## config.mk

```make
export PLATFORM = sky130hd
export DESIGN_NAME = coil_dwell_guard
export DESIGN_NICKNAME = d
export VERILOG_FILES = /design/src/rtl/coil_dwell_guard.sv
export SDC_FILE = /design/constraint.sdc
export NUM_CORES = 1
export LEC_CHECK = 0
export CAP_MARGIN = 20
export CORE_UTILIZATION = 45
export DETAILED_ROUTE_END_ITERATION = 10
export MAX_ROUTING_LAYER = met4
export PLACE_DENSITY_LB_ADDON = 0.25
export SETUP_SLACK_MARGIN = 0.1
export SLEW_MARGIN = 25
export SYNTH_ARGS = -nofsm -noshare
export SYNTH_HDL_FRONTEND = slang
export SYNTH_SLANG_ARGS = --single-unit
```

## constraint.sdc

```tcl
create_clock -name clk -period 2.1 [get_ports clk]
set_input_delay 0.315 -clock clk [delete_from_list [all_inputs] [get_ports clk]]
set_output_delay 0.315 -clock clk [all_outputs]
set_load 0.05 [all_outputs]
```

## src/rtl/coil_dwell_guard.sv

```systemverilog
// Single-channel coil guard: forwards charge requests to the coil while bounding
// dwell time and enforcing a minimum off time, reporting sparks and overruns.
module coil_dwell_guard #(
  parameter int TW = 16,
  parameter int CW = 16
) (
  input  logic          clk,
  input  logic          nrst,
  input  logic          ena,
  input  logic          tick,
  input  logic          coil_req,
  input  logic [TW-1:0] max_dwell,
  input  logic [TW-1:0] min_off,
  input  logic          fault_clr,
  output logic          coil_drv,
  output logic          spark,
  output logic          dwell_fault,
  output logic          fault_sticky,
  output logic [TW-1:0] last_dwell,
  output logic [CW-1:0] spark_cnt
);

  // state   | meaning
  // IDLE    | coil off, waiting for an enabled request
  // CHARGE  | coil driven, dwell being timed
  // HOLDOFF | coil off after a spark, enforcing min_off
  // LOCKOUT | coil off after overrun or early request, wait for release
  typedef enum logic [1:0] {
    S_IDLE    = 2'd0,
    S_CHARGE  = 2'd1,
    S_HOLDOFF = 2'd2,
    S_LOCKOUT = 2'd3
  } state_t;

  state_t        state_q, state_d;
  logic [TW-1:0] timer_q, timer_d;
  logic          drv_q, drv_d;
  logic          spark_q, spark_d;
  logic          fault_q, fault_d;
  logic          sticky_q, sticky_d;
  logic [TW-1:0] last_q, last_d;
  logic [CW-1:0] cnt_q, cnt_d;

  logic          timer_sat;
  logic          dwell_over;
  logic          off_done;
  logic          rel_ev;
  logic          ovr_ev;

  assign timer_sat  = &timer_q;
  assign dwell_over = (timer_q >= max_dwell);
  assign off_done   = (timer_q >= min_off);

  always_ff @(posedge clk or negedge nrst) begin
    if (!nrst) begin
      state_q <= S_IDLE;
    end else begin
      state_q <= state_d;
    end
  end

  always_comb begin
    state_d = state_q;
    unique case (state_q)
      S_IDLE: begin
        if (ena && coil_req) state_d = S_CHARGE;
      end
      S_CHARGE: begin
        // a release in the same cycle as an overrun is still a normal spark
        if (!ena)           state_d = S_IDLE;
        else if (!coil_req) state_d = S_HOLDOFF;
        else if (dwell_over) state_d = S_LOCKOUT;
      end
      S_HOLDOFF: begin
        if (!ena)          state_d = S_IDLE;
        else if (off_done) state_d = coil_req ? S_LOCKOUT : S_IDLE;
      end
      S_LOCKOUT: begin
        if (!coil_req) state_d = S_IDLE;
      end
      default: state_d = S_IDLE;
    endcase
  end

  always_comb begin
    rel_ev = (state_q == S_CHARGE) && (state_d == S_HOLDOFF);
    ovr_ev = (state_q == S_CHARGE) && (state_d == S_LOCKOUT);

    // timer restarts on every state entry and saturates at all-ones
    if (state_d != state_q) begin
      timer_d = '0;
    end else if (tick && !timer_sat) begin
      timer_d = timer_q + 1'b1;
    end else begin
      timer_d = timer_q;
    end

    drv_d   = (state_d == S_CHARGE);
    spark_d = rel_ev;
    fault_d = ovr_ev;

    if (ovr_ev) begin
      sticky_d = 1'b1;
    end else if (fault_clr) begin
      sticky_d = 1'b0;
    end else begin
      sticky_d = sticky_q;
    end

    last_d = rel_ev ? timer_q : last_q;
    cnt_d  = rel_ev ? cnt_q + 1'b1 : cnt_q;
  end

  always_ff @(posedge clk or negedge nrst) begin
    if (!nrst) begin
      timer_q  <= '0;
      drv_q    <= 1'b0;
      spark_q  <= 1'b0;
      fault_q  <= 1'b0;
      sticky_q <= 1'b0;
      last_q   <= '0;
      cnt_q    <= '0;
    end else begin
      timer_q  <= timer_d;
      drv_q    <= drv_d;
      spark_q  <= spark_d;
      fault_q  <= fault_d;
      sticky_q <= sticky_d;
      last_q   <= last_d;
      cnt_q    <= cnt_d;
    end
  end

  assign coil_drv     = drv_q;
  assign spark        = spark_q;
  assign dwell_fault  = fault_q;
  assign fault_sticky = sticky_q;
  assign last_dwell   = last_q;
  assign spark_cnt    = cnt_q;

endmodule

```

# [Word level (Yosys, flattened, before mapping)]
# Cells that the tools add are included.
[classes] eq_ne=7 order_cmp=2 muxes=13 addsub=2 reduce_logical=9
[op_table] cell="$add A16 B1 Y16 const B" count=2
[op_table] cell="$ge A16 B16 Y1" count=2
[op_table] cell="$mux W16" count=2
[op_table] cell="$mux W2" count=8
[op_table] cell="$reduce_and A16 Y1" count=1
[op_table] cell="$eq A2 B2 Y1 const B" count=4
[op_table] cell="$pmux W2 S4" count=1
[op_table] cell="$eq A2 B1 Y1 const B" count=2
[op_table] cell="$logic_and A1 B1 Y1" count=4
[op_table] cell="$reduce_bool A2 Y1" count=2
[op_table] cell="$logic_not A2 Y1" count=1
[op_table] cell="$mux W1" count=2
[op_table] cell="$ne A2 B2 Y1" count=1
[op_table] cell="$logic_not A1 Y1" count=1
[word_totals] elab_cells=41 register_bits=54 output_inout_bits=36

# [Logic depth before layout (Yosys ltp)]
[depth] word_depth=8 depth_mapped=9 depth_no_buf=8

# [Worst setup path after synthesis]
# OpenSTA, ideal clock, no wires.
[synth_timing] path_kind="flip-flop to flip-flop" startpoint="reg timer_q[0]" endpoint="reg timer_q[7]" n_path_buf=1 t_arrival_ns=2.012 period_less_slack_ns=2.083 setup_ns=0.071 slack_ns=0.017 required_time_ns=2.029 stages_incl_launch_ff=10 cell_sequence="dfrtp_1 -> inv_1 -> ha_1 -> nand2b_1 -> a2111oi_2 -> o311ai_1 -> a211oi_2 -> o21ai_2 -> buf_6 -> nor2_1"
[synth_between] elab_chain_cells=7 word_cells_on_any_way=16 cone_classes="1 x add/sub; 2 x order compare; 1 x eq/ne; 8 x mux; 4 x reduce/logical"
[synth_rtl] item="from (decl)" line_no="36" rtl="logic [TW-1:0] timer_q, timer_d;"
[synth_rtl] item="from (signal assigned)" line_no="124" rtl="timer_q <= timer_d;"
[synth_rtl] item="$ge A16 B16 Y1" line_no="51" rtl="assign dwell_over = (timer_q >= max_dwell);"
[synth_rtl] item="$mux W2" line_no="72" rtl="else if (dwell_over) state_d = S_LOCKOUT;"
[synth_rtl] item="$mux W2" line_no="71" rtl="else if (!coil_req) state_d = S_HOLDOFF;"
[synth_rtl] item="$mux W2" line_no="70" rtl="if (!ena) state_d = S_IDLE;"
[synth_rtl] item="$pmux W2 S4" line_no="64" rtl="unique case (state_q)"
[synth_rtl] item="$ne A2 B2 Y1" line_no="90" rtl="if (state_d != state_q) begin"
[synth_rtl] item="$mux W16 / $reduce_bool A2 Y1 (equally long branches)"
# Several ways; a longest one is shown, not always the timed one. The select of a mux whose other input is x is not followed.
# A chain may end at the register's enable or synchronous reset.

# [Final worst setup path]
[layout_timing] startpoint="in max_dwell[0]" endpoint="reg sticky_q (netlist: fault_sticky)"
[layout_between] elab_chain_cells=8 word_cells_on_any_way=9 cone_classes="1 x order compare; 1 x eq/ne; 5 x mux; 2 x reduce/logical"
[layout_rtl] item="from (decl)" line_no="12" rtl="input logic [TW-1:0] max_dwell,"
[layout_rtl] item="$ge A16 B16 Y1 *" line_no="51"
[layout_rtl] item="$mux W2 *" line_no="72"
[layout_rtl] item="$mux W2 *" line_no="71"
[layout_rtl] item="$mux W2 *" line_no="70"
[layout_rtl] item="$pmux W2 S4 *" line_no="64"
[layout_rtl] item="$eq A2 B2 Y1 *" line_no="87" rtl="ovr_ev = (state_q == S_CHARGE) && (state_d == S_LOCKOUT);"
[layout_rtl] item="$logic_and A1 B1 Y1 *" line_no="87"
[layout_rtl] item="$mux W1 / $reduce_bool A2 Y1 (equally long branches)"
[layout_rtl] item="to (signal assigned)" line_no="128" rtl="sticky_q <= sticky_d;"
[layout_rtl] item="to (decl)" line_no="40" rtl="logic sticky_q, sticky_d;"
# Mark *: on every way between the ends. The rest lies on a longest branch, timed or not.

==> impl_metrics.yaml <==
sta:
  finalSetupViolCount: 19
  fmax_mhz: 444
  layout_setup_ws_ns: -0.153
  fin_crit_sh: 1.07
  worst_slew_pin_slew_ns: 0.522
  tns_ns: -2.27
  skew_ns: 0.00352
  min_period_ns: 2.25
  rsz0062_at_grt: "true"
  maxSlewHeadroom: 0.651
  holdWs_ns: -0.00719
  hold_violations: 17
  maxSlewViolCount: 0
floorplanning:
  dieWidth_um: 85.8
  die-area_um2: 7370
  initial_utilization: 0.465
  rows: 30
  core_area_um2: 6790
  ios: 74
  die_y_um: 85.8
clock_tree:
  clkSinkCount: 54
  worstSkewPairLatency_ns: 0.30
  cts-hold-fix-buffers: 0
  cts_tree: "built"
  htree_num_levels: 2
  cts_made_buffers: 5
  clock-root-buffer: "clkbuf_8"
  clk_pin_slew_ns: 0.09
  clock_path_buffers: 2
synth:
  syn-num-nets: 383
  seq_area_frac_synth: 0.427
  synth.yosys.warnings: 0
  synth.avg_cell_area_um2: 10.2
  synth_top_cell_by_area: "dfrtp_1"
  synth_edf_count: 0
  synthArstFlopShare: 1.00
  synth_common_cells: "54 x dfrtp_1, 35 x inv_1, 34 x ha_1"
  yosysMostFrequentCell: "dfrtp_1"
  syn_inst: 311
  synth_area_leaders: "dfrtp_1 43%, ha_1 13%, mux2_2 6.1%"
  synth_top_area_frac: 0.427
  synth.distinct_cells: 46
  ys_ff_latch: 54
  synth_ff_type: "dfrtp_1"
  netlist_area_um2: 3160
placement:
  place.port_buffers: 73
  preCtsSetupSlack_ns: -0.580
  hpwl_um: 5550
  gp_congestion: 0.784
worst_setup_path:
  start_kind: "input port"
  worstSetupEndpointType: "register"
  worstPathRequired_ns: 2.30
  worst-setup-path-type: "in -> reg"
  crit_path_max_fanout: 3
  crit_arrival_ns: 2.45
detailed_routing:
  vias: 2700
  met3_wirelength_um: 262
  drc: 0
  first_pass_iters: 4
  wl_met2_um: 4060
  drt-initial-drc-count: 164
  drt-met1-wl_um: 3500
  wl_um: 7900
  drtAntennaViolNets: 0
  vias_per_cell: 5.16
  highest_layer: "met4"
  wire_per_inst_um: 15.1
layout:
  drive_gt1_frac: 0.244
  antennaDiodeCount: 0
  fin_nets: 498
  area_delta_synth_final_pct: 49.8
global_route:
  track_usage: 0.229
  first_global_vias: 2667
  grt_antenna_before_repair: 0
  overflow: 0
  grt_pass1_wl_um: 12600
  grt_max_degree: 55
run_status:
  violations: "negative hold slack, negative setup slack"
  status: "complete, but fails checks"
pwr:
  power.leakage_nw: 2.23
  ir_drop_uv: 447
  seqPwrFrac: 0.388
  pwr-share-comb: 0.395
  power.share.clock: 0.217
  switchingPower_w: 0.00108
  p_per_area_nw_per_um2: 669
  p_total_w: 0.00317
  swShare: 0.342
  internal_power_w: 0.00209
run:
  max_cap_viol_count: 0
worst_hold_path:
  hold_path_class: "in -> async"
## cell usage in the layout, fill, tap and decap left out, drive strengths merged, types with 12 or more instances in the layout
| master | synthesis | final |
|---|---|---|
| xnor2 | 14 | 14 |
| nand2 | 20 | 20 |
| ha | 34 | 34 |
| a21oi | 15 | 15 |
| mux2 | 17 | 17 |
| nor2 | 21 | 21 |
| inv | 35 | 35 |
| nand3 | 14 | 14 |
| xor2 | 12 | 12 |
| dfrtp | 54 | 54 |
| buf | 4 | 39 |
| clkdlybuf4s50 | 0 | 71 |
## worst max-delay path, stage by stage
cell,delay (ns)
clkdlybuf4s50_1,0.51
ha_4,0.21
nand2b_4,0.14
a2111oi_4,0.43
o311ai_4,0.16
a211oi_4,0.31
buf_4,0.17
nor2_2,0.04
a22o_1,0.17
## power by group through the flow
| stage | registers (W) | clock network (W) | logic, W |
|---|---|---|---|
| finish | 0.00123 | 0.000687 | 0.00125 |
| detailed placement | 0.00125 | 0 | 0.000947 |
| global route | 0.00124 | 0.000758 | 0.00134 |
| global placement | 0.00125 | 0 | 0.000928 |
| floorplan | 0.00148 | 0 | 0.000295 |
| CTS | 0.00123 | 0.000702 | 0.00120 |
## layer usage
| metal | global-route usage | vias up |
|---|---|---|
| li1 | - | 1315 |
| met3 | 0.0375 | 8 |
| met2 | 0.390 | 61 |
| met4 | 0.0515 | 0 |
| met1 | 0.289 | 1316 |
| met5 | - | - |
## flip-flops by register name, summed over array words and instances (netlist names)
register / cells
fault_sticky: 1
spark_cnt: 16
spark: 1
dwell_fault: 1
state_q: 2
coil_drv: 1
timer_q: 16
last_dwell: 16
## worst paths after layout
| check | start | depth (start not counted) | slack, ns | to |
|---|---|---|---|---|
| setup reg to reg | timer_q[0] | 9 | -0.13 | fault_sticky |
| hold / removal | nrst | 2 | -0.007 | timer_q[7] |
| setup / recovery | max_dwell[0] | 9 | -0.15 | fault_sticky |
| hold reg to reg | spark_cnt[15] | 1 | 0.48 | spark_cnt[15] |
| max in group asynchronous | nrst | 2 | 1.87 | state_q[0] |
| min in group clk | spark_cnt[15] | 1 | 0.48 | spark_cnt[15] |
## what timing repair did
item / in CTS / in global routing
endpoints found under the setup margin: 21 / 21
setup buffers: 2 / 0
pin swaps: 20 / 14
gates cloned: 1 / 0
gates resized for setup: 36 / 25
## cells by family after synthesis
| kind of cell | synth area share |
|---|---|
| and+or+nand+nor | 0.151 |
| DFF | 0.427 |
| AOI/OAI and AO/OA | 0.104 |
| buffers and inverters | 0.0499 |
| adders and majority gates | 0.135 |
| xor gates and xnor gates | 0.0720 |
| muxes | 0.0605 |
## metrics by stage
stage | area [µm²] | util | cells
after floorplan | 3160 | - | 311
after global placement | 4280 | 0.630 | 512
after detailed placement | 4280 | 0.630 | 512
after CTS | 4630 | 0.681 | 523
after global routing | 4740 | 0.697 | 523
final | 4740 | 0.697 | 523
## cell type report
cell class,count,area (µm²)
fillers,532,2060
clock buffers,6,72.6
flip-flops and latches,54,1350
multi-input cells,218,1960
inverters,35,131
well taps,96,120
clock inverters,2,37.5
repair buffers,112,1060
Note: power is estimated with default switching activity, not from simulation.
